File: src/rtl/ups_axi4l_pkg.sv
// Shared types and constants for the two-requester AXI4-Lite arbiter.
package ups_axi4l_pkg;

    localparam int unsigned AXI_W  = 32;
    localparam int unsigned STRB_W = AXI_W / 8;
    localparam int unsigned WDOG_W = 16;

    localparam logic [1:0] RESP_OKAY   = 2'b00;
    localparam logic [1:0] RESP_EXOKAY = 2'b01;
    localparam logic [1:0] RESP_SLVERR = 2'b10;
    localparam logic [1:0] RESP_DECERR = 2'b11;

    typedef enum logic [2:0] {
        ST_IDLE         = 3'd0,
        ST_RD_ADDR      = 3'd1,
        ST_RD_DATA      = 3'd2,
        ST_WR_ADDR_DATA = 3'd3,
        ST_WR_RESP      = 3'd4,
        ST_DONE         = 3'd5
    } state_e;

    // Request captured at grant time and held for the whole AXI transaction.
    typedef struct packed {
        logic              wr;
        logic [AXI_W-1:0]  addr;
        logic [AXI_W-1:0]  wdata;
        logic [STRB_W-1:0] wstrb;
    } req_t;

    // States in which the block is waiting on the AXI slave.
    function automatic logic is_axi_wait(state_e s);
        logic busy;
        busy = 1'b0;
        case (s)
            ST_RD_ADDR, ST_RD_DATA, ST_WR_ADDR_DATA, ST_WR_RESP: busy = 1'b1;
            default:                                             busy = 1'b0;
        endcase
        return busy;
    endfunction

endpackage

File: src/rtl/ups_axi4l_arb_if.sv
// AXI4-Lite channel bundle; master side is the arbiter, slave side the memory/peripheral.
interface ups_axi4l_arb_if;
    import ups_axi4l_pkg::*;

    logic              ca4l_arvalid;
    logic              ca4l_arready;
    logic [AXI_W-1:0]  ca4l_araddr;
    logic [2:0]        ca4l_arprot;

    logic              ca4l_rvalid;
    logic              ca4l_rready;
    logic [AXI_W-1:0]  ca4l_rdata;
    logic [1:0]        ca4l_rresp;

    logic              ca4l_awvalid;
    logic              ca4l_awready;
    logic [AXI_W-1:0]  ca4l_awaddr;
    logic [2:0]        ca4l_awprot;

    logic              ca4l_wvalid;
    logic              ca4l_wready;
    logic [AXI_W-1:0]  ca4l_wdata;
    logic [STRB_W-1:0] ca4l_wstrb;

    logic              ca4l_bvalid;
    logic              ca4l_bready;
    logic [1:0]        ca4l_bresp;

    modport master (
        output ca4l_arvalid, ca4l_araddr, ca4l_arprot,
        input  ca4l_arready,
        input  ca4l_rvalid, ca4l_rdata, ca4l_rresp,
        output ca4l_rready,
        output ca4l_awvalid, ca4l_awaddr, ca4l_awprot,
        input  ca4l_awready,
        output ca4l_wvalid, ca4l_wdata, ca4l_wstrb,
        input  ca4l_wready,
        input  ca4l_bvalid, ca4l_bresp,
        output ca4l_bready
    );

    modport slave (
        input  ca4l_arvalid, ca4l_araddr, ca4l_arprot,
        output ca4l_arready,
        output ca4l_rvalid, ca4l_rdata, ca4l_rresp,
        input  ca4l_rready,
        input  ca4l_awvalid, ca4l_awaddr, ca4l_awprot,
        output ca4l_awready,
        input  ca4l_wvalid, ca4l_wdata, ca4l_wstrb,
        output ca4l_wready,
        output ca4l_bvalid, ca4l_bresp,
        input  ca4l_bready
    );

endinterface

File: src/rtl/ups_rr_arb2.sv
// Two-way round-robin grant with the last-granted requester remembered.
module ups_rr_arb2 (
    input  logic       fclk,
    input  logic       rst_n,
    input  logic [1:0] req_valid,
    input  logic       grant_en,
    output logic [1:0] gnt_c,
    output logic       gnt_idx_c,
    output logic       last_grant
);

    logic last_grant_q;

    // On a tie the requester not served last wins; otherwise the sole requester wins.
    always_comb begin
        gnt_idx_c = 1'b0;
        gnt_c     = 2'b00;
        if (&req_valid) begin
            gnt_idx_c = ~last_grant_q;
        end else begin
            gnt_idx_c = req_valid[1];
        end
        if (|req_valid) begin
            gnt_c = gnt_idx_c ? 2'b10 : 2'b01;
        end
    end

    // Reset value 1 makes requester 0 win the first tie.
    always_ff @(posedge fclk or negedge rst_n) begin
        if (!rst_n) begin
            last_grant_q <= 1'b1;
        end else if (grant_en && (|req_valid)) begin
            last_grant_q <= gnt_idx_c;
        end
    end

    assign last_grant = last_grant_q;

endmodule

File: src/rtl/ups_axi4l_arb.sv
// Arbitrates two simple requesters onto one AXI4-Lite master, one transaction at a time.
module ups_axi4l_arb
    import ups_axi4l_pkg::*;
#(
    parameter logic [2:0]  AXI_PROT    = 3'b000,
    parameter int unsigned STALL_LIMIT = 1024
) (
    input  logic                   fclk,
    input  logic                   rst_n,
    input  logic [1:0]             req_valid,
    output logic [1:0]             req_ready,
    input  logic [1:0]             req_wr,
    input  logic [1:0][AXI_W-1:0]  req_addr,
    input  logic [1:0][AXI_W-1:0]  req_wdata,
    input  logic [1:0][STRB_W-1:0] req_wstrb,
    output logic [1:0]             rsp_valid,
    output logic [AXI_W-1:0]       rsp_rdata,
    output logic [1:0]             rsp_resp,
    output logic                   stall_err,
    ups_axi4l_arb_if.master        axi
);

    localparam logic [WDOG_W-1:0] WDOG_LIM = WDOG_W'(STALL_LIMIT);

    state_e            state_q, state_d;
    req_t              req_q, req_d;
    logic              arvalid_q, arvalid_d;
    logic              rready_q, rready_d;
    logic              awvalid_q, awvalid_d;
    logic              wvalid_q, wvalid_d;
    logic              bready_q, bready_d;
    logic [1:0]        req_ready_q, req_ready_d;
    logic [1:0]        rsp_valid_q, rsp_valid_d;
    logic [AXI_W-1:0]  rsp_rdata_q, rsp_rdata_d;
    logic [1:0]        rsp_resp_q, rsp_resp_d;
    logic              stall_q, stall_d;
    logic [WDOG_W-1:0] wdog_q, wdog_d;
    logic [WDOG_W-1:0] wdog_inc;
    logic              done;

    logic [1:0]        gnt_c;
    logic              gnt_idx_c;
    logic              last_grant;

    ups_rr_arb2 u_rr_arb2 (
        .fclk       (fclk),
        .rst_n      (rst_n),
        .req_valid  (req_valid),
        .grant_en   (state_q == ST_IDLE),
        .gnt_c      (gnt_c),
        .gnt_idx_c  (gnt_idx_c),
        .last_grant (last_grant)
    );

    // Next-state and next-output decode; every registered output gets its default first.
    always_comb begin
        state_d     = state_q;
        req_d       = req_q;
        arvalid_d   = arvalid_q;
        rready_d    = rready_q;
        awvalid_d   = awvalid_q;
        wvalid_d    = wvalid_q;
        bready_d    = bready_q;
        req_ready_d = 2'b00;
        rsp_valid_d = 2'b00;
        rsp_rdata_d = rsp_rdata_q;
        rsp_resp_d  = rsp_resp_q;
        stall_d     = stall_q;
        wdog_d      = wdog_q;
        wdog_inc    = wdog_q + WDOG_W'(1);
        done        = 1'b0;

        case (state_q)
            ST_IDLE: begin
                if (|req_valid) begin
                    req_ready_d = gnt_c;
                    req_d.wr    = req_wr[gnt_idx_c];
                    req_d.addr  = req_addr[gnt_idx_c];
                    req_d.wdata = req_wdata[gnt_idx_c];
                    req_d.wstrb = req_wstrb[gnt_idx_c];
                    if (req_wr[gnt_idx_c]) begin
                        awvalid_d = 1'b1;
                        wvalid_d  = 1'b1;
                        state_d   = ST_WR_ADDR_DATA;
                    end else begin
                        arvalid_d = 1'b1;
                        state_d   = ST_RD_ADDR;
                    end
                end
            end
            ST_RD_ADDR: begin
                if (axi.ca4l_arready) begin
                    arvalid_d = 1'b0;
                    rready_d  = 1'b1;
                    state_d   = ST_RD_DATA;
                end
            end
            ST_RD_DATA: begin
                if (axi.ca4l_rvalid) begin
                    rready_d = 1'b0;
                    done     = 1'b1;
                end
            end
            ST_WR_ADDR_DATA: begin
                // Address and data channels retire independently, possibly together.
                awvalid_d = awvalid_q & ~axi.ca4l_awready;
                wvalid_d  = wvalid_q & ~axi.ca4l_wready;
                if (!awvalid_d && !wvalid_d) begin
                    bready_d = 1'b1;
                    state_d  = ST_WR_RESP;
                end
            end
            ST_WR_RESP: begin
                if (axi.ca4l_bvalid) begin
                    bready_d = 1'b0;
                    done     = 1'b1;
                end
            end
            ST_DONE: begin
                state_d = ST_IDLE;
            end
            default: begin
                state_d = ST_IDLE;
            end
        endcase

        // Completion: response goes to whoever holds the grant; writes return zero data.
        if (done) begin
            state_d     = ST_DONE;
            rsp_valid_d = last_grant ? 2'b10 : 2'b01;
            rsp_rdata_d = req_q.wr ? '0 : axi.ca4l_rdata;
            rsp_resp_d  = req_q.wr ? axi.ca4l_bresp : axi.ca4l_rresp;
        end

        // Watchdog restarts on every state change and saturates at the limit; it only flags.
        if (state_d != state_q) begin
            wdog_d = '0;
        end else if (is_axi_wait(state_q) && (wdog_q != WDOG_LIM)) begin
            wdog_d = wdog_inc;
            if (wdog_inc == WDOG_LIM) begin
                stall_d = 1'b1;
            end
        end
    end

    // State and output registers.
    always_ff @(posedge fclk or negedge rst_n) begin
        if (!rst_n) begin
            state_q     <= ST_IDLE;
            req_q       <= '0;
            arvalid_q   <= 1'b0;
            rready_q    <= 1'b0;
            awvalid_q   <= 1'b0;
            wvalid_q    <= 1'b0;
            bready_q    <= 1'b0;
            req_ready_q <= 2'b00;
            rsp_valid_q <= 2'b00;
            rsp_rdata_q <= '0;
            rsp_resp_q  <= RESP_OKAY;
            stall_q     <= 1'b0;
            wdog_q      <= '0;
        end else begin
            state_q     <= state_d;
            req_q       <= req_d;
            arvalid_q   <= arvalid_d;
            rready_q    <= rready_d;
            awvalid_q   <= awvalid_d;
            wvalid_q    <= wvalid_d;
            bready_q    <= bready_d;
            req_ready_q <= req_ready_d;
            rsp_valid_q <= rsp_valid_d;
            rsp_rdata_q <= rsp_rdata_d;
            rsp_resp_q  <= rsp_resp_d;
            stall_q     <= stall_d;
            wdog_q      <= wdog_d;
        end
    end

    assign req_ready = req_ready_q;
    assign rsp_valid = rsp_valid_q;
    assign rsp_rdata = rsp_rdata_q;
    assign rsp_resp  = rsp_resp_q;
    assign stall_err = stall_q;

    assign axi.ca4l_arvalid = arvalid_q;
    assign axi.ca4l_araddr  = req_q.addr;
    assign axi.ca4l_arprot  = AXI_PROT;
    assign axi.ca4l_rready   = rready_q;
    assign axi.ca4l_awvalid = awvalid_q;
    assign axi.ca4l_awaddr  = req_q.addr;
    assign axi.ca4l_awprot  = AXI_PROT;
    assign axi.ca4l_wvalid  = wvalid_q;
    assign axi.ca4l_wdata   = req_q.wdata;
    assign axi.ca4l_wstrb   = req_q.wstrb;
    assign axi.ca4l_bready  = bready_q;

endmodule

File: src/flat_wrapper.sv
// flat-port wrapper written by rule: the top's interface ports become plain ports
module ups_axi4l_arb_flat import ups_axi4l_pkg::*;
#(
    parameter logic [2:0]  AXI_PROT    = 3'b000,
    parameter int unsigned STALL_LIMIT = 1024
)
  (fclk, rst_n, req_valid, req_ready, req_wr, req_addr, req_wdata, req_wstrb, rsp_valid, rsp_rdata, rsp_resp, stall_err, axi_ca4l_arvalid, axi_ca4l_araddr, axi_ca4l_arprot, axi_ca4l_arready, axi_ca4l_rvalid, axi_ca4l_rdata, axi_ca4l_rresp, axi_ca4l_rready, axi_ca4l_awvalid, axi_ca4l_awaddr, axi_ca4l_awprot, axi_ca4l_awready, axi_ca4l_wvalid, axi_ca4l_wdata, axi_ca4l_wstrb, axi_ca4l_wready, axi_ca4l_bvalid, axi_ca4l_bresp, axi_ca4l_bready);
  ups_axi4l_arb_if axi_i ();
  input  logic fclk;
  input  logic rst_n;
  input  logic [1:0] req_valid;
  output logic [1:0] req_ready;
  input  logic [1:0] req_wr;
  input  logic [1:0][AXI_W-1:0] req_addr;
  input  logic [1:0][AXI_W-1:0] req_wdata;
  input  logic [1:0][STRB_W-1:0] req_wstrb;
  output logic [1:0] rsp_valid;
  output logic [AXI_W-1:0] rsp_rdata;
  output logic [1:0] rsp_resp;
  output logic stall_err;
  output wire logic [$bits(axi_i.ca4l_arvalid)-1:0] axi_ca4l_arvalid;
  output wire logic [$bits(axi_i.ca4l_araddr)-1:0] axi_ca4l_araddr;
  output wire logic [$bits(axi_i.ca4l_arprot)-1:0] axi_ca4l_arprot;
  input wire logic [$bits(axi_i.ca4l_arready)-1:0] axi_ca4l_arready;
  input wire logic [$bits(axi_i.ca4l_rvalid)-1:0] axi_ca4l_rvalid;
  input wire logic [$bits(axi_i.ca4l_rdata)-1:0] axi_ca4l_rdata;
  input wire logic [$bits(axi_i.ca4l_rresp)-1:0] axi_ca4l_rresp;
  output wire logic [$bits(axi_i.ca4l_rready)-1:0] axi_ca4l_rready;
  output wire logic [$bits(axi_i.ca4l_awvalid)-1:0] axi_ca4l_awvalid;
  output wire logic [$bits(axi_i.ca4l_awaddr)-1:0] axi_ca4l_awaddr;
  output wire logic [$bits(axi_i.ca4l_awprot)-1:0] axi_ca4l_awprot;
  input wire logic [$bits(axi_i.ca4l_awready)-1:0] axi_ca4l_awready;
  output wire logic [$bits(axi_i.ca4l_wvalid)-1:0] axi_ca4l_wvalid;
  output wire logic [$bits(axi_i.ca4l_wdata)-1:0] axi_ca4l_wdata;
  output wire logic [$bits(axi_i.ca4l_wstrb)-1:0] axi_ca4l_wstrb;
  input wire logic [$bits(axi_i.ca4l_wready)-1:0] axi_ca4l_wready;
  input wire logic [$bits(axi_i.ca4l_bvalid)-1:0] axi_ca4l_bvalid;
  input wire logic [$bits(axi_i.ca4l_bresp)-1:0] axi_ca4l_bresp;
  output wire logic [$bits(axi_i.ca4l_bready)-1:0] axi_ca4l_bready;
  assign axi_ca4l_arvalid = axi_i.ca4l_arvalid;
  assign axi_ca4l_araddr = axi_i.ca4l_araddr;
  assign axi_ca4l_arprot = axi_i.ca4l_arprot;
  assign axi_i.ca4l_arready = axi_ca4l_arready;
  assign axi_i.ca4l_rvalid = axi_ca4l_rvalid;
  assign axi_i.ca4l_rdata = axi_ca4l_rdata;
  assign axi_i.ca4l_rresp = axi_ca4l_rresp;
  assign axi_ca4l_rready = axi_i.ca4l_rready;
  assign axi_ca4l_awvalid = axi_i.ca4l_awvalid;
  assign axi_ca4l_awaddr = axi_i.ca4l_awaddr;
  assign axi_ca4l_awprot = axi_i.ca4l_awprot;
  assign axi_i.ca4l_awready = axi_ca4l_awready;
  assign axi_ca4l_wvalid = axi_i.ca4l_wvalid;
  assign axi_ca4l_wdata = axi_i.ca4l_wdata;
  assign axi_ca4l_wstrb = axi_i.ca4l_wstrb;
  assign axi_i.ca4l_wready = axi_ca4l_wready;
  assign axi_i.ca4l_bvalid = axi_ca4l_bvalid;
  assign axi_i.ca4l_bresp = axi_ca4l_bresp;
  assign axi_ca4l_bready = axi_i.ca4l_bready;
  ups_axi4l_arb #(.AXI_PROT(AXI_PROT), .STALL_LIMIT(STALL_LIMIT)) u_core (.fclk(fclk), .rst_n(rst_n), .req_valid(req_valid), .req_ready(req_ready), .req_wr(req_wr), .req_addr(req_addr), .req_wdata(req_wdata), .req_wstrb(req_wstrb), .rsp_valid(rsp_valid), .rsp_rdata(rsp_rdata), .rsp_resp(rsp_resp), .stall_err(stall_err), .axi(axi_i));
endmodule
File: config.mk
export PLATFORM = sky130hd
export DESIGN_NAME = ups_axi4l_arb_flat
export DESIGN_NICKNAME = d
export VERILOG_FILES = /design/src/rtl/ups_axi4l_pkg.sv /design/src/rtl/ups_axi4l_arb_if.sv /design/src/rtl/ups_rr_arb2.sv /design/src/rtl/ups_axi4l_arb.sv /design/src/flat_wrapper.sv
export SDC_FILE = /design/constraint.sdc
export NUM_CORES = 1
export LEC_CHECK = 0
export CAP_MARGIN = 20
export CORE_ASPECT_RATIO = 1.25
export CORE_MARGIN = 3
export CORE_UTILIZATION = 38
export CTS_CLUSTER_SIZE = 8
export DETAILED_ROUTE_END_ITERATION = 16
export PLACE_DENSITY = 0.76
export SLEW_MARGIN = 20
export SYNTH_ARGS = -nofsm -noshare
export SYNTH_HDL_FRONTEND = slang
export SYNTH_SLANG_ARGS = --single-unit
File: constraint.sdc
create_clock -name fclk -period 1.6 [get_ports fclk]
set_clock_uncertainty 0.1 [all_clocks]
set_input_delay 0.16 -clock fclk [delete_from_list [all_inputs] [get_ports fclk]]
set_output_delay 0.16 -clock fclk [all_outputs]
set_load 0.05 [all_outputs]
After elaboration in Yosys (flattened, before gate mapping)
Index checks and enable logic that the tools add are counted.

cells by class
  $lt $le $gt $ge = 1
  equality and inequality tests = 14
  divide/modulo/power cells = 0
  $add $sub $neg = 1
  reduce and logical (&&, ||, !) cells = 21
  shifts and indexed selects = 0
  mux-type cells = 43
  bitwise operators = 6
  multiply operators = 0

operators with widths
  cell                                                                        count
  32-bit 2-to-1 mux                                                           5
  16-bit 2-to-1 mux                                                           2
  16-bit by 1-bit adder with 16-bit output (second input constant)            1
  16-bit by 11-bit equality test with 1-bit output (second input constant)    1
  1-bit 2-to-1 mux                                                            16
  16-bit by 11-bit inequality test with 1-bit output (second input constant)  1
  2-bit 2-to-1 mux                                                            7
  3-bit 2-to-1 mux                                                            4
  1-bit one-hot mux with 2 select lines                                       6
  3-bit one-hot mux with 4 select lines                                       1
  3-bit AND reduction                                                         4
  2-bit nonzero test                                                          5
  4-bit 2-to-1 mux                                                            2
  2-bit inequality test (second input constant)                               4
  3-bit by 2-bit equality test with 1-bit output (second input constant)      2
  2-bit by 1-bit inequality test with 1-bit output (second input constant)    3
  1-bit NOT                                                                   4
  2-bit AND reduction                                                         2
  4-bit AND reduction                                                         1
  2-bit OR reduction                                                          2
  4-bit OR reduction                                                          1
  3-bit by 1-bit equality test with 1-bit output (second input constant)      1
  3-bit equality test (second input constant)                                 1
  1-bit logical AND                                                           3
  5 further kinds                                                             7

storage, ports and cells
  input port bits = 183
  register bits after elaboration = 133
  logic and storage cells = 103
  bits in read-only memories = 0
  bits in latches = 0
  memories = 0
  memory bits (writable) = 0

Depth between registers and ports, before layout
Gate-level depths: netlist of the first run.

  depth in word-level cells = 13
  depth in mapped cells = 8
  gate-level depth less buffers = 7

Modules after synthesis
Synthesis of the first run repeated with hierarchy kept, for this count alone.

second synthesis, totals
  cells, all modules = 761
  area total of the unflattened synthesis = 7,220.7 um^2

by module, submodules not included
  module         instances  cells each  area each (um^2)  seq. area each (um^2)
  ups_axi4l_arb  1          754         7,156.9           3,303.2
  ups_rr_arb2    1          7           63.8              26.3

Worst setup path before layout of the first run
OpenSTA, ideal clock, no wires.

  path kind = register -> register
  start = reg u_core.wdog_q[1]
  end = reg u_core.stall_q, in the netlist u_core.stall_err
  stages on the path, launching flop included = 7
  arrival = 1.519 ns
  required time = 1.380 ns
  setup time = 0.120 ns
  path slack = -0.140 ns
  cell sequence = dfrtp_1 ha_1 nand3_1 nor4_1 or3_1 a21oi_1 a41o_1

on the way
  cells in the longest elaborated chain, start to end = 3

ends and longest elaborated chain
  item                                                                                                            line                                        source
  from (decl)                                                                                                     ups_axi4l_arb.sv:37                         logic [WDOG_W-1:0] wdog_q, wdog_d;
  from (signal assigned)                                                                                          ups_axi4l_arb.sv:175                        wdog_q <= wdog_d;
  16-bit by 1-bit adder with 16-bit output or 16-bit by 11-bit inequality test with 1-bit output (tied branches)  ups_axi4l_arb.sv:70, ups_axi4l_arb.sv:138
  16-bit by 11-bit equality test with 1-bit output or 1-bit logical AND (tied branches)                           ups_axi4l_arb.sv:140, ups_axi4l_arb.sv:138
  3-bit AND reduction (no line) (*)                                                                               -
  to (signal assigned)                                                                                            ups_axi4l_arb.sv:174                        stall_q <= stall_d;
  to (decl)                                                                                                       ups_axi4l_arb.sv:36                         logic stall_q, stall_d;

Mark *: on every way between the ends. The rest lies on a longest branch, timed or not.
A chain may end at the register's enable or synchronous reset.

Worst setup path after layout of the first run
  start = reg u_core.state_q[1]
  end = reg u_core.req_q (netlist bit u_core.axi.ca4l_wdata[17])

on the way
  cells in the longest elaborated chain, start to end = 2

ends and longest elaborated chain
  item                           line                  source
  from (decl)                    ups_axi4l_arb.sv:25   state_e state_q, state_d;
  from (signal assigned)         ups_axi4l_arb.sv:163  state_q <= state_d;
  3-bit zero test                ups_axi4l_arb.sv:73   case (state_q)
  2-bit AND reduction (no line)  -
  to (signal assigned)           ups_axi4l_arb.sv:164  req_q <= req_d;
  to (decl)                      ups_axi4l_arb.sv:26   req_t req_q, req_d;

Every way passes these cells.

==> reports/summary.txt, run 1 <==
Status: finished with violations
Violated checks: negative setup slack
Routed length on met3: 2060 µm
Post-synth EDFFs: 0
Overflow after GRT: 0
Register share of total power: 22.8%
Max Used Layer: met5
Clock root buffer: clkbuf_16
Simple-gate area share of the yosys netlist: 22.3%
Share of cells above drive strength 1: 36.9%
Compound-Gate Fraction of Synth Area: 10.2%
CP delay by family, top: buffers and inverters
Vias per std cell: 5.01
Synth cell types: 59
Routed length on met1: 9190 µm
Int Pwr: 0.0134 W
FP Rows: 55
Mapped Cells: 757
Max_cap viols: 0
Met2 Wirelength: 12600 µm
Critical path's slowest cell: dfrtp_1
NetSw: 0.0133 W
Max Fclk: 564 MHz
Nets: 1254
Setup violations, final: 115
CP dominant cell by count: buf_12
CTS Buffer Depth: 2
Vias in the first global route: 6550
HPWL after detailed placement: 17100 µm
Final design utilization: 64.2%
Core area: 18200 µm²
Crit path max fanout: 7
CP Data Arrival Time: 2.02 ns
Crit-path cells: buf_6, nor3_4, o21ai_4, buf_12, nor2_4, buf_12, buf_12, buf_16, nand2_1, nand2_1
Setup WS post-layout: -0.173 ns
Final period util: 111%
Crit. End Element: flip-flop
WP data required: 1.85 ns
Die Y: 159 µm
Cts bufs inserted: 17
Synth Flop Type: dfrtp_1
Lkg Pwr: 5.51 nW
Kind of critical path: flip-flop to flip-flop
Layout area overhead: 64.9%
Placed cells: 1241
DRC errors left: 0
H-Tree Depth: 4
Post-synth ARST share: 100%
DRT antenna net count: 0
TritonCTS clock tree: yes
Largest net degree at the start of global routing: 47
GRT Total Usage: 22.7%
Setup TNS: -11.31 ns
Clk_lat worst skew: 0.42 ns
Pwr/cell area: 2290 nW/µm²
Boundary Pins: 333
RSZ-0062 raised after global routing: true
Vias: 6568
Switching Fraction: 49.8%
WP buf/inv: 5
Die area: 20400 µm²
Initial Util: 38.9%
Gpl congestion: 0.875
Min Tclk post-route: 1.77 ns
DRT Wirelength: 24600 µm
Slowest stage delay, CP: 0.39 ns
Detailed-route wire length per cell: 18.7 µm
Antenna diode count: 0
Max Slew Vio Count: 0
Seq cells post-synth: 133
Layout Cells excl Fill: 1310
Die extent in x: 128 µm
Pre-antenna DRT Iters: 5
Seq/Total Area, Yosys: 46.9%
Mean post-synth cell area: 9.38 µm²
Class of the tightest hold or removal check: input port to async pin
Combinational power share: 62.7%
Port Buf Inserts: 326
Number of hold violations in the final report: 0
Clock share of power: 14.5%
Crit start category: flip-flop
Reg clk slew, reported paths: 0.06 ns
IR drop worst, VDD: 1.29 mV
First-pass GRT wire length: 36100 µm
Adder-Cell Fraction of Synth Area: 0.353%
Initial antenna violation count: 5
CTS sink cnt: 133
Yosys warning total: 0
Post-synthesis xor/xnor area fraction: 2.61%
Largest family of logic cells by synthesized area: simple AND/OR/NAND/NOR gates
Synthesized area: 7100 µm²
Total power: 0.0268 W
Mux share of post-synthesis cell area: 2.82%
DR iter-0 viols: 403
[routing by layer]
layer	global-route usage [%]	vias to the layer above
li1	-	3068
met1	26.5	3146
met2	39.1	284
met3	6.66	60
met4	7.96	10
met5	0	-
[cell usage after synthesis (all sizes together), types with 3 or more instances]
cell      n  share of area, %
mux2i    20               2.8
nand3b   34               3.9
xor2     13               1.6
a21oi    11              0.83
nor3      6              0.72
and2      4              0.35
nand3    12               1.1
clkbuf   10              0.53
xnor2     6               1.0
nor4      4              0.35
dfrtp   132                47
and3      5              0.44
nand2   198                11
a22oi    53               5.6
nor2     34               2.0
buf     142                14
inv       7              0.37
nand4    13               1.5
nand2b    3              0.26
o21ai    22               1.6
[worst paths after layout]
| kind | start | endpoint | slack [ns] | cells past startpoint |
|---|---|---|---|---|
| min in group fclk | req_wdata[23] | u_core.axi.ca4l_wdata[23] | 0.16 | 3 |
| setup reg to reg | u_core.state_q[1] | u_core.axi.ca4l_wdata[17] | -0.17 | 10 |
| max in group asynchronous | rst_n | u_core.wdog_q[10] | 0.66 | 3 |
| setup / recovery | u_core.state_q[1] | u_core.axi.ca4l_wdata[17] | -0.17 | 10 |
| hold / removal | rst_n | u_core.rsp_rdata[5] | 0.09 | 2 |
| hold reg to reg | u_core.rsp_rdata[30] | u_core.rsp_rdata[30] | 0.38 | 2 |
[power groups by stage]
stage	clock, W	sequential [W]	combinational, W
floorplan	0	0.00745	0.00985
global placement	0	0.00593	0.0145
detailed placement	0	0.00600	0.0147
CTS	0.00395	0.00597	0.0161
global route	0.00409	0.00628	0.0176
finish	0.00389	0.00609	0.0168
[per-stage QoR]
| stage | area [µm²] | hold slack [ns] | worst slack [ns] |
|---|---|---|---|
| finish | 11700 | 0.0914 | -0.173 |
| global route | 11700 | 0.0990 | -0.260 |
| CTS | 11400 | 0.0824 | -0.147 |
| detailed placement | 10100 | -0.0312 | -0.260 |
| global placement | 10100 | -0.0297 | -0.255 |
| floorplan | 7250 | -0.236 | -0.0696 |
[cell type report]
class / count / area [µm²]
Fill cell: 1442 / 6530
Timing Repair Buffer: 440 / 4290
Sequential cell: 133 / 3340
Multi-Input combinational cell: 470 / 3180
Clock buffer: 19 / 433
Tap cell: 228 / 285
Clock inverter: 13 / 149
Inverter: 7 / 26.3
[sequential cells by signal (all words and copies together), names as in the netlist, 2 cells and up]
name                    count
u_core.axi.ca4l_araddr     32
u_core.axi.ca4l_wdata      32
u_core.axi.ca4l_wstrb       4
u_core.req_ready            2
u_core.rsp_rdata           32
u_core.rsp_resp             2
u_core.rsp_valid            2
u_core.state_q              3
u_core.wdog_q              16
[worst reg2reg max path, stage by stage, from the launching register on]
cell	delay (ns)
dfrtp_1	0.39
buf_6	0.12
nor3_4	0.22
o21ai_4	0.10
buf_12	0.15
nor2_4	0.12
buf_12	0.16
buf_12	0.11
buf_16	0.11
nand2_1	0.06
nand2_1	0.07
[repair_timing]
| action | in CTS | in global routing |
|---|---|---|
| gates resized for setup | 49 | 92 |
| pin swaps | 26 | 104 |
| setup endpoints to repair | 104 | 118 |
| hold buffers | 1 | 0 |
| setup buffers | 20 | 13 |
| endpoints found under the hold margin | 132 | 0 |
| cloned | 9 | 7 |
[cells by family (layout without fill, tap and decap cells)]
kind of cell / count (synthesis) / in the layout
buffers and inverters: 159 / 479
and+or+nand+nor: 321 / 321
other: 1 / 6
adders and majority gates: 2 / 2
xor gates and xnor gates: 19 / 19
muxes: 20 / 20
AOI/OAI and AO/OA: 102 / 102
DFF: 133 / 133
[cell usage in the layout (no fill, tap or decap), drive strengths merged, types with 2 or more instances in the layout]
master / instances
clkinv: 4
clkbuf: 24
a21oi: 11
clkinvlp: 3
nand2b: 3
o21ai: 22
inv: 11
a22oi: 53
clkdlybuf4s50: 181
mux2i: 20
and2: 4
buf: 253
or3: 2
bufinv: 2
nor3: 6
nand3: 12
xnor2: 6
nor2: 34
xor2: 13
a211oi: 2
ha: 2
dfrtp: 132
nand3b: 34
a31oi: 2
a21o: 2
nand2: 198
nor4b: 2
and3: 5
nand4: 13
conb: 6
a41oi: 2
nor4: 4
No activity file was read; power rests on OpenSTA's default activity.
==> run 2, diff against run 1 <==
--- a/config.mk
+++ b/config.mk
@@ -11,6 +11,7 @@
 export CORE_UTILIZATION = 38
 export CTS_CLUSTER_SIZE = 8
 export DETAILED_ROUTE_END_ITERATION = 16
+export GPL_TIMING_DRIVEN = 0
 export PLACE_DENSITY = 0.76
 export SLEW_MARGIN = 20
 export SYNTH_ARGS = -nofsm -noshare
==> reports/summary.txt, run 2 (synthesized netlist as in run 1, its figures left out) <==
HPWL after detailed placement: 18200 µm (+6.4%)
Slowest stage delay, CP: 0.49 ns (+0.10 ns)
Worst-Margin Slew: 0.591 ns
Most frequent cells in the layout: 181 x clkdlybuf4s50_1, 139 x buf_4, 124 x dfrtp_1, 88 x nand2_2, 76 x clkdlybuf4s15_2
CTS sink cnt: 133 (unchanged)
Largest net degree at the start of global routing: 74 (+57%)
Die extent in x: 128 µm (unchanged)
First-pass GRT wire length: 40900 µm (+13%)
DRT Wirelength: 27700 µm (+13%)
IR drop worst, VDD: 1.32 mV (+2.7%)
Relative slew slack: 60.6%
Max_cap viols: 0 (unchanged)
Setup WS post-layout: -0.274 ns (-0.102 ns)
Clk_lat worst skew: 0.42 ns (about the same)
Gpl congestion: 0.872 (-0.29%)
Kind of critical path: flip-flop to flip-flop
Setup violations, final: 108 (-6.1%)
Setup TNS: -11.62 ns (-0.313 ns)
Final period util: 117% (+6.3 points)
Int Pwr: 0.0154 W (+15%)
H-Tree Depth: 4 (unchanged)
Pwr/cell area: 2220 nW/µm² (-3.0%)
Critical path's slowest cell: dfrtp_2
DRC errors left: 0 (unchanged)
Max Fclk: 534 MHz (-5.4%)
Vias per std cell: 5.01 (about the same)
Reg-to-Reg Start: u_core.wdog_q[6]
Fin area: 13500 µm² (+15%)
Initial antenna violation count: 8 (+3)
DR iter-0 viols: 408 (+1.2%)
DRT antenna net count: 0 (unchanged)
Nets: 1364 (+8.8%)
Pre-antenna DRT Iters: 5 (unchanged)
Clock share of power: 13.4% (-1.1 points)
Combinational power share: 66.3% (+3.6 points)
RSZ-0062 raised after global routing: true
Die Y: 159 µm (unchanged)
GRT Total Usage: 25.7% (+3.0 points)
Min Tclk post-route: 1.87 ns (+0.102 ns)
Vias: 7128 (+8.5%)
Status: finished with violations
Boundary Pins: 333 (unchanged)
Detailed-route wire length per cell: 19.5 µm (+4.1%)
Switching Fraction: 48.6% (-1.2 points)
Core area: 18200 µm² (unchanged)
Overflow after GRT: 0 (unchanged)
Max Slew Vio Count: 0 (unchanged)
NetSw: 0.0146 W (+9.2%)
Reg clk slew, reported paths: 0.07 ns (about the same)
CP Data Arrival Time: 2.07 ns (+0.05 ns)
CTS Buffer Depth: 2 (unchanged)
Class of the tightest hold or removal check: input port to async pin
Cts bufs inserted: 17 (unchanged)
Crit path max fanout: 6 (-1)
Setup crit start: u_core.wdog_q[6]
Most common cell after layout, fill and taps aside: clkdlybuf4s50_1
FP Rows: 55 (unchanged)
Layout area overhead: 90.3%
Share of cells above drive strength 1: 51.8% (+15 points)
Crit-path cells: nor4_4, nand4_4, buf_6, nand4_1, xor2_1, nor2_1
Crit start category: flip-flop
Vias in the first global route: 7226 (+10%)
Placed Area: 10800 µm² (+7.1%)
Register-to-Register Setup Slack: -0.27 ns (-0.10 ns)
Crit. End Element: flip-flop
Port Buf Inserts: 326 (unchanged)
Clock root buffer: clkbuf_16
Initial Util: 38.9% (unchanged)
Violated checks: negative setup slack
Number of hold violations in the final report: 0 (unchanged)
TritonCTS clock tree: yes
WP data required: 1.80 ns (-0.05 ns)
Register share of total power: 20.3% (-2.5 points)
Lkg Pwr: 6.32 nW (+15%)
Die area: 20400 µm² (unchanged)
run 2: cell types whose count changed in the layout (fill, tap and decap cells not counted), sizes merged:
cell,previous run,this run
dlygate4sd2,0,4
clkdlybuf4s15,0,87
clkbuf,24,55
buf,253,240
clkinv,4,2
inv,11,14
diode,0,2
run 2: final timing paths:
check / endpoint / depth (start not counted)
min: u_core.rsp_rdata[5] / 2
max in group asynchronous: u_core.wdog_q[5] / 3
min reg2reg: u_core.rsp_rdata[19] / 2
max reg2reg: u_core.wdog_q[15] / 6
max: u_core.wdog_q[15] / 6
min in group fclk: u_core.axi.ca4l_araddr[1] / 3
run 2: final cells by class:
type / instances / area [µm²]
Inverter: 7 / 28.8
Tap cell: 228 / 285
Clock buffer: 18 / 439
Timing Repair Buffer: 401 / 4160
Sequential cell: 133 / 3340
Fill cell: 1212 / 4730
Multi-Input combinational cell: 470 / 3780
Clock inverter: 14 / 166
Antenna cell: 2 / 5.00
Buffer: 149 / 1300
run 2: critical path: cells and delay by family (launching register included):
family / cells / cell delay, ns
XOR/XNOR: 1 / 0.19
buffers and inverters: 1 / 0.17
flip-flops: 1 / 0.49
AND/OR/NAND/NOR: 4 / 0.79
run 2: stage by stage:
stage                     hold WS, ns  total power (W)  instances  worst slack (ns)  util (%)
after floorplan                -0.236           0.0173        762           -0.0696         -
after global placement          0.349           0.0223       1316             -5.83      59.2
after detailed placement       0.0711           0.0226       1317            -0.505      59.4
after CTS                       0.149           0.0283       1410            -0.203      70.2
after global routing            0.177           0.0313       1421            -0.298      74.0
final                           0.172           0.0300       1422            -0.274      74.1
run 2: repair_timing:
action | in CTS | in global routing
gates cloned | 16 | 6
hold endpoints to repair | 72 | 0
resized for setup | 555 | 303
pin swaps | 70 | 105
hold buffers | 1 | 0
endpoints found under the setup margin | 267 | 176
buffers inserted | 47 | 9
run 2: power by group through the flow:
stage | Combinational [W] | Sequential [W] | Clock (W)
floorplan | 0.00985 | 0.00745 | 0
global placement | 0.0165 | 0.00580 | 0
detailed placement | 0.0167 | 0.00586 | 0
CTS | 0.0184 | 0.00583 | 0.00408
global route | 0.0208 | 0.00626 | 0.00425
finish | 0.0199 | 0.00608 | 0.00403
run 2: layer usage:
metal	wire length, µm	track usage [%]	up-vias	share of wire (%)
li1	-	-	3290	-
met1	9650	28.3	3418	35
met4	1130	10.3	12	4.1
met2	14600	44.9	321	53
met5	90	0	-	0.32
met3	2290	8.65	87	8.3
==> run 3, diff against run 2 <==
--- a/config.mk
+++ b/config.mk
@@ -8,11 +8,13 @@
 export CAP_MARGIN = 20
 export CORE_ASPECT_RATIO = 1.25
 export CORE_MARGIN = 3
-export CORE_UTILIZATION = 38
+export CORE_UTILIZATION = 39
+export CTS_BUF_LIST = sky130_fd_sc_hd__clkbuf_4
 export CTS_CLUSTER_SIZE = 8
 export DETAILED_ROUTE_END_ITERATION = 16
-export GPL_TIMING_DRIVEN = 0
-export PLACE_DENSITY = 0.76
+export GPL_TIMING_DRIVEN = 1
+export PLACE_DENSITY = 0.78
+export SETUP_SLACK_MARGIN = 0.05
 export SLEW_MARGIN = 20
 export SYNTH_ARGS = -nofsm -noshare
 export SYNTH_HDL_FRONTEND = slang
==> reports/summary.txt, run 3 (synthesized netlist as in run 1, its figures left out) <==
Max Fclk: 550 MHz (+3.1%)
Most common cell after layout, fill and taps aside: buf_4
Max Slew Vio Count: 0 (unchanged)
GRT Total Usage: 24.4% (-1.3 points)
DR iter-0 viols: 405 (-0.74%)
Kind of critical path: flip-flop to flip-flop
Total power: 0.0269 W (-10%)
Setup violations, final: 119 (+10%)
CTS Buffer Depth: 2 (unchanged)
RSZ-0062 raised after global routing: true
DRC errors left: 0 (unchanged)
Vias in the first global route: 7193 (-0.46%)
Cts bufs inserted: 17 (unchanged)
Crit. End Element: flip-flop
Clk_lat worst skew: 0.56 ns (+0.14 ns)
Boundary Pins: 333 (unchanged)
Lkg Pwr: 5.91 nW (-6.5%)
Worst-Margin Slew: 0.537 ns (-0.0547 ns)
Share of cells above drive strength 1: 41.2% (-11 points)
Layout Cells excl Fill: 1387 (-2.5%)
Crit path max fanout: 7 (+1)
Number of fill cells: 1179 (-2.7%)
CP Data Arrival Time: 2.18 ns (+0.11 ns)
Status: finished with violations
Die Y: 157 µm (-1.2%)
Die area: 19900 µm² (-2.5%)
Final period util: 114% (-3.5 points)
Crit start category: flip-flop
Pwr/cell area: 2140 nW/µm² (-3.7%)
Die extent in x: 127 µm (-1.2%)
Placed cells: 1231 (-6.5%)
Hold_ws: 0.0226 ns (-0.149 ns)
Number of hold violations in the final report: 0 (unchanged)
Initial antenna violation count: 2 (-6)
Clock root buffer: clkbuf_4
HPWL after detailed placement: 16300 µm (-11%)
Vias per std cell: 5.12 (+2.1%)
Largest net degree at the start of global routing: 39 (-47%)
Overflow after GRT: 0 (unchanged)
Layout area overhead: 77.8%
Most frequent cells in the layout: 210 x buf_4, 181 x clkdlybuf4s50_1, 159 x nand2_1, 120 x dfrtp_1, 58 x dlygate4sd3_1
Nets: 1333 (-2.3%)
Port Buf Inserts: 326 (unchanged)
Pre-antenna DRT Iters: 5 (unchanged)
FP Rows: 54 (-1.8%)
CTS sink cnt: 133 (unchanged)
Setup WS post-layout: -0.218 ns (+0.0558 ns)
DRT Wirelength: 27300 µm (-1.6%)
Violated checks: negative setup slack
Core area: 17600 µm² (-3.3%)
Vias: 7097 (-0.43%)
H-Tree Depth: 4 (unchanged)
Min Tclk post-route: 1.82 ns (-0.0558 ns)
Relative slew slack: 64.1% (+3.5 points)
Initial Util: 40.3% (+1.3 points)
DRT antenna net count: 0 (unchanged)
Class of the tightest hold or removal check: input port to flip-flop
Max_cap viols: 0 (unchanged)
IR drop worst, VDD: 1.25 mV (-5.5%)
Reg clk slew, reported paths: 0.12 ns (+0.05 ns)
WP data required: 1.96 ns (+0.16 ns)
Pre-CTS setup slack: -0.223 ns (+0.283 ns)
TritonCTS clock tree: yes
First-pass GRT wire length: 38200 µm (-6.7%)
Detailed-route wire length per cell: 19.7 µm (+0.85%)
Gpl congestion: 0.891 (+2.1%)
==> run 3: changes by cell type in the layout (fill, tap and decap cells not counted), sizes merged <==
cell | previous run | this run
clkbuf | 55 | 30
clkinv | 2 | 5
clkdlybuf4s15 | 87 | 0
buf | 240 | 267
dlygate4sd3 | 1 | 58
inv | 14 | 11
bufinv | 2 | 3
o21ai | 22 | 23
clkinvlp | 3 | 2
dlygate4sd2 | 4 | 0
==> run 3: what timing repair did <==
item / 4_1_cts / 5_1_grt
gates cloned: 13 / 16
hold endpoints to repair: 189 / 0
endpoints found under the setup margin: 124 / 144
pin swaps: 61 / 142
buffers inserted: 20 / 22
gates resized for setup: 61 / 99
hold buffers: 58 / 0
==> run 3: final timing paths <==
| kind | startpoint | end | slack [ns] | cells after the start |
|---|---|---|---|---|
| max | u_core.wdog_q[0] | u_core.wdog_q[5] | -0.22 | 8 |
| min | req_wdata[21] | u_core.axi.ca4l_wdata[21] | 0.02 | 3 |
| max reg2reg | u_core.wdog_q[0] | u_core.wdog_q[5] | -0.22 | 8 |
| min reg2reg | u_core.rsp_rdata[2] | u_core.rsp_rdata[2] | 0.39 | 2 |
| max in group asynchronous | rst_n | u_core.u_rr_arb2.last_grant | 0.31 | 4 |
| min in group asynchronous | rst_n | u_core.stall_err | 0.49 | 3 |
==> run 3: stage by stage <==
stage	setup TNS [ns]	area [µm²]	util, %
finish	-11.85	12600	71.6
global route	-22.88	12600	71.6
CTS	-11.51	11900	67.4
detailed placement	-19.90	10300	58.5
global placement	-17.95	10300	58.5
floorplan	-0.460	7580	-
==> run 3: report_power, final <==
group	switching (W)	leakage, nW	internal [W]
Clock	0.00141	0.161	0.00112
Combinational	0.0112	4.07	0.00714
Sequential	0.00128	1.68	0.00485
Total	0.0139	5.91	0.0131
==> run 3: layout make-up <==
| class | count | area, µm² | share of cell area [%] |
|---|---|---|---|
| Multi-Input combinational cell | 471 | 3480 | 27.6 |
| Clock buffer | 18 | 135 | 1.07 |
| Timing Repair Buffer | 518 | 5170 | 41.0 |
| Tap cell | 224 | 280 | 2.22 |
| Clock inverter | 14 | 175 | 1.39 |
| Inverter | 7 | 26.3 | 0.208 |
| Antenna cell | 2 | 5.00 | 0.0397 |
| Sequential cell | 133 | 3340 | 26.5 |
==> run 3: layer usage <==
metal / vias to the layer above / part of all wire (%) / track usage [%]
li1: 3232 / - / -
met1: 3451 / 37 / 28.0
met2: 347 / 53 / 44.4
met3: 67 / 6.9 / 5.97
met4: 0 / 2.6 / 8.18
met5: - / 0 / 0
==> run 3: critical path: stages (launching register included) <==
cell,delay [ns]
dfrtp_2,0.49
inv_2,0.11
ha_4,0.12
nor4b_4,0.23
nand4_2,0.15
buf_4,0.21
nand4_1,0.11
xor2_1,0.14
nor2_1,0.05
